===== src/rtl/fsm_read_arbiter.sv =====
// fsm_read_arbiter: round-robin arbiter that shares one read engine among
// NREQ requesters. A granted operation walks IDLE -> LAUNCH -> RUN -> DRAIN.
// RUN ends when the engine reports init again, or when the RUN cycle count
// reaches TIMEOUT. A timeout raises err together with done.
//
// Handshake: req is a level that the requester holds until it sees its done
// pulse. grant is the one-hot owner of the engine. done (and err, if the run
// timed out) pulse for exactly one cycle while the FSM is in DRAIN. Dropping
// req or changing path after the grant has no effect on the running operation.
module fsm_read_arbiter #(
  parameter int NREQ    = 4,
  parameter int TIMEOUT = 15
) (
  input  logic            clock,
  input  logic            reset,
  input  logic [NREQ-1:0] req,
  input  logic [NREQ-1:0] path,
  output logic [NREQ-1:0] grant,
  output logic            busy,
  output logic            in1,
  output logic            in2,
  output logic            in3,
  input  logic            out1,
  input  logic            out2,
  output logic [NREQ-1:0] done,
  output logic            err,
  output logic [1:0]      state_dbg
);

  localparam int        IW     = (NREQ > 1) ? $clog2(NREQ) : 1;
  localparam logic [7:0] TMO    = 8'(TIMEOUT);
  localparam logic [7:0] TMO_M1 = 8'(TIMEOUT - 1);

  typedef enum logic [1:0] {
    IDLE   = 2'd0,
    LAUNCH = 2'd1,
    RUN    = 2'd2,
    DRAIN  = 2'd3
  } state_t;

  state_t          state_q, state_d;
  logic [NREQ-1:0] grant_q, grant_d;
  logic [IW-1:0]   idx_q, idx_d;
  logic [IW-1:0]   rr_q, rr_d;
  logic            path_q, path_d;
  logic [7:0]      cnt_q, cnt_d;
  logic            tmo_q, tmo_d;
  logic            in1_q, in1_d;
  logic            in2_q, in2_d;
  logic            in3_q, in3_d;
  logic [NREQ-1:0] done_q, done_d;
  logic            err_q, err_d;

  logic            eng_init;
  logic            found;
  logic [IW-1:0]   win;

  assign eng_init = out1 & ~out2;

  // Round-robin pick: lowest asserted req at or above rr_q, else lowest overall.
  always_comb begin
    found = 1'b0;
    win   = rr_q;
    for (int i = 0; i < NREQ; i++) begin
      if (!found && req[i] && (IW'(i) >= rr_q)) begin
        found = 1'b1;
        win   = IW'(i);
      end
    end
    for (int i = 0; i < NREQ; i++) begin
      if (!found && req[i]) begin
        found = 1'b1;
        win   = IW'(i);
      end
    end
  end

  // Next-state logic plus the registered engine stimulus and completion pulses.
  always_comb begin
    state_d = state_q;
    grant_d = grant_q;
    idx_d   = idx_q;
    rr_d    = rr_q;
    path_d  = path_q;
    cnt_d   = cnt_q;
    tmo_d   = tmo_q;

    case (state_q)
      IDLE: begin
        cnt_d = 8'd0;
        if (found && eng_init) begin
          state_d      = LAUNCH;
          grant_d      = '0;
          grant_d[win] = 1'b1;
          idx_d        = win;
          path_d       = path[win];
        end
      end
      LAUNCH: begin
        state_d = RUN;
        cnt_d   = 8'd0;
        tmo_d   = 1'b0;
      end
      RUN: begin
        if (cnt_q < TMO) begin
          cnt_d = cnt_q + 8'd1;
        end
        if (eng_init) begin
          state_d = DRAIN;
        end else if (cnt_q >= TMO_M1) begin
          state_d = DRAIN;
          tmo_d   = 1'b1;
        end
      end
      DRAIN: begin
        state_d = IDLE;
        grant_d = '0;
        rr_d    = (idx_q == IW'(NREQ - 1)) ? '0 : idx_q + 1'b1;
      end
      default: begin
        state_d = IDLE;
      end
    endcase

    // Outputs are registered, so they are derived from the state being entered.
    in1_d  = (state_d == LAUNCH);
    in2_d  = ((state_d == LAUNCH) || (state_d == RUN)) && path_d;
    in3_d  = (state_d == RUN) && !path_d;
    done_d = (state_d == DRAIN) ? grant_d : '0;
    err_d  = (state_d == DRAIN) && tmo_d;
  end

  // State and output registers; reset discards any operation in flight.
  always_ff @(posedge clock or posedge reset) begin
    if (reset) begin
      state_q <= IDLE;
      grant_q <= '0;
      idx_q   <= '0;
      rr_q    <= '0;
      path_q  <= 1'b0;
      cnt_q   <= 8'd0;
      tmo_q   <= 1'b0;
      in1_q   <= 1'b0;
      in2_q   <= 1'b0;
      in3_q   <= 1'b0;
      done_q  <= '0;
      err_q   <= 1'b0;
    end else begin
      state_q <= state_d;
      grant_q <= grant_d;
      idx_q   <= idx_d;
      rr_q    <= rr_d;
      path_q  <= path_d;
      cnt_q   <= cnt_d;
      tmo_q   <= tmo_d;
      in1_q   <= in1_d;
      in2_q   <= in2_d;
      in3_q   <= in3_d;
      done_q  <= done_d;
      err_q   <= err_d;
    end
  end

  assign grant     = grant_q;
  assign busy      = (state_q != IDLE);
  assign in1       = in1_q;
  assign in2       = in2_q;
  assign in3       = in3_q;
  assign done      = done_q;
  assign err       = err_q;
  assign state_dbg = state_q;

endmodule

===== config.mk =====
export PLATFORM = sky130hd
export DESIGN_NAME = fsm_read_arbiter
export DESIGN_NICKNAME = d
export VERILOG_FILES = /design/src/rtl/fsm_read_arbiter.sv
export SDC_FILE = /design/constraint.sdc
export NUM_CORES = 1
export LEC_CHECK = 0
export BUFFER_PORTS_ARGS = -buffer_cell sky130_fd_sc_hd__buf_4
export CAP_MARGIN = 20
export CORE_ASPECT_RATIO = 1.5
export CORE_UTILIZATION = 38
export DETAILED_ROUTE_END_ITERATION = 8
export PLACE_DENSITY = 0.58
export SYNTH_ARGS = -nofsm -noshare
export SYNTH_HDL_FRONTEND = slang
export SYNTH_SLANG_ARGS = --single-unit

===== constraint.sdc =====
create_clock -name clock -period 2.2 [get_ports clock]
set_input_delay 0.11 -clock clock [delete_from_list [all_inputs] [get_ports clock]]
set_output_delay 0.11 -clock clock [all_outputs]
set_load 0.02 [all_outputs]

==> impl_metrics.tcl <==
set metrics [dict create \
    cpMostUsedCell "ha_1" \
    die_width_um 53.7 \
    final_nets 211 \
    worst_slack_ns 0.231 \
    r2r_start "cnt_q[1]" \
    rsz0062_at_grt "no" \
    ant_nets 0 \
    vias 1254 \
    drt-total-wl_um 3280 \
    grt.overflow.total 0 \
    intPower_uw 1340 \
    seq_area_um2 701 \
    remaining_drc_errors 0 \
    syn2layout_area_growth_pct 24.2 \
    dp_cells 223 \
    p_sw_share_pct 42.1 \
    grt_max_degree 29 \
    start_kind "register" \
    worstSetupPathType "register to register" \
    diodes 0 \
    rows 27 \
    hold_depth 3 \
    clock-root-buffer "clkbuf_8" \
    syn_area_um2 1530 \
    cts_tree "built" \
    synth-seq-cells 28 \
    cap_violations 0 \
    portBuffers 26 \
    dr_wl_met2_um 1840 \
    syn_avg_cell_area_um2 10.0 \
    timing.critical_path.buf_inv 1 \
    drtIter0Drc 33 \
    pwr-share-clk_pct 11.5 \
    post-route-period-util_pct 89.5 \
    power_density_nw_per_um2 1220 \
    yosys.cell_count.top_type "dfrtp_1" \
    clk_path_buf_depth 2 \
    first_global_vias 1151 \
    yosysWarnings 0 \
    reg2reg_depth 9 \
    met1_length_um 1340 \
    drive_gt1_share_pct 27.8 \
    tns_ns 0 \
    tightest_slew_ns 0.505 \
    utilization_pct 50.5 \
    die_area_um2 4280 \
    design.portCount 27 \
    h-tree-depth 1 \
    dieHeight_um 79.6 \
    avgRoutedWirePerCell_um 14.3 \
    vdd_drop_max_v 0.000595 \
    min_from "path[3]" \
    crit_chain "ha_1 -> o211ai_1 -> nand2_1 -> a2bb2oi_1 -> o22ai_1 -> ha_1 -> inv_1 -> a2111oi_2 -> a22o_1" \
    wl_met3_um 85 \
    setup-violations-final 0 \
    top_layer_used "met4" \
    instances_no_fill 230 \
    antenna_found_initial 0 \
    synth_top_area_share_pct 45.9 \
    start_util_pct 40.7 \
    synth-async-reset-ratio_pct 100 \
    status "finished clean" \
    synth_common_cells "dfrtp_1, inv_1, nand2_1" \
    worst_path_largest_cell_delay_ns 0.43 \
    cp_top_family "compound AO/OA/AOI/OAI gates" \
    clk_pin_slew_worst_paths_ns 0.09 \
    fin_area_um2 1890 \
    synthCells 152 \
    syn_nets 174 \
    p_leak_uw 0.000933 \
    fmax_mhz 508 \
    grt_pass1_wl_um 5270 \
    fin_skew_ns 0.00256 \
    worstHoldEndpoint "path_q" \
    drt_first_pass_iters 4 \
    synth.distinct_cells 42 \
    synth.largest_area_cell "dfrtp_1" \
    grt_usage_pct 16.7 \
    gp_congestion 0.765 \
    crit_fanout 5 \
    r2r_end "in3" \
    core_area_um2 3750 \
    maxSlewHeadroom_pct 66.2 \
    ys_seq_area_share_pct 45.9 \
    drv_slew 0 \
    fillers 341 \
    multiInputGateArea_um2 773 \
    synth-edff-count 0 \
    combinationalPowerShare_pct 53.5 \
    viasPerCell 5.45 \
    slowest_stage "dfrtp_1" \
    r2r_slack_ns 0.23 \
    report.final.hold_viol_count 0 \
    cts_made_buffers 3 \
    place_area_um2 1810 \
    required_ns 2.41 \
    cp-end-kind "register" \
    dp_hpwl_um 2620 \
    power.switching_uw 976 \
    clk_latency_ns 0.26 \
    dp_slack_ns 0.104 \
    ys_top_cells_by_area "dfrtp_1, ha_1, inv_1, mux2_2, and2_1" \
    min_path_type "input pin to register" \
    clock_sinks 28 \
    synth_ff_type "dfrtp_1" \
    p_seq_share_pct 34.9 \
    crit_arrival_ns 2.18 \
    period_needed_ns 1.97 \
]
## cell usage in the layout, fill, tap and decap left out, types with 5 or more instances in the layout
cell type / n
a21oi_1: 5
and2_1: 7
buf_4: 36
dfrtp_1: 28
ha_1: 9
inv_1: 11
nand2_1: 11
nand3_1: 8
nor2_1: 5
o21ai_0: 7
## worst reg2reg max path, cell delays in order, from the launching register on
cell and delay [ns]:
dfrtp_1 0.43, ha_1 0.19, o211ai_1 0.19, nand2_1 0.11
a2bb2oi_1 0.16, o22ai_1 0.19, ha_1 0.21, inv_1 0.06
a2111oi_2 0.20, a22o_1 0.17
## timing repair
action / 4_1_cts / 5_1_grt
setup endpoints to repair: 0 / 2
hold buffers: 1 / 0
resized for setup: 0 / 4
hold endpoints to repair: 28 / 0
buffers inserted: 0 / 3
## metrics by stage
stage               hold WS (ns)  total power (uW)
floorplan                  0.175              1570
global placement           0.194              1970
detailed placement         0.204              2010
CTS                        0.194              2280
global route               0.214              2500
finish                     0.218              2320
## power groups by stage
| stage | combinational (uW) | clock, uW | sequential, uW |
|---|---|---|---|
| after CTS | 1190 | 277 | 814 |
| after floorplan | 705 | 0 | 867 |
| final | 1240 | 267 | 811 |
| after detailed placement | 1190 | 0 | 824 |
| after global placement | 1150 | 0 | 816 |
| after global routing | 1370 | 294 | 832 |
## state kept, by name, indices dropped and copies added (netlist names), 2 cells and up
register   flops
cnt_q          8
rr_q           2
idx_q          2
state_dbg      2
done           4
grant          4
## worst max-delay path by stage
stage                            start      end  slack [ns]  cells past startpoint
final                         cnt_q[1]      in3        0.23                      9
after detailed placement      cnt_q[0]      in3        0.10                     10
after global routing      state_dbg[0]  done[3]        0.07                     10
after global placement        cnt_q[0]      in3        0.18                     10
after floorplan           state_dbg[0]      in3       0.005                     11
after CTS                     cnt_q[0]      in3        0.09                     10
## logic make-up (layout without fill, tap and decap cells)
logic type / count (synthesis) / after routing / share of synthesized area (%)
AO/OA/AOI/OAI: 38 / 38 / 17.6
adder cells (fa/ha/maj): 10 / 10 / 8.20
AND/OR/NAND/NOR: 52 / 52 / 19.1
multiplexers: 6 / 6 / 4.27
XOR/XNOR: 1 / 1 / 0.574
flip-flops: 28 / 28 / 45.9
buffers and inverters: 17 / 52 / 4.35
## metal layers
metal  track usage, %  vias up
li1                 -      614
met2             30.0       28
met5                0        -
met1             19.5      610
met4             4.74        0
met3             2.29        2
## layout make-up
type / count / area share (%)
Tap cell: 43 / 2.84
Clock buffer: 3 / 2.18
Multi-Input combinational cell: 107 / 40.8
Inverter: 12 / 2.38
Timing Repair Buffer: 37 / 14.8
Sequential cell: 28 / 37.0
(Power assumes the default switching activity.)
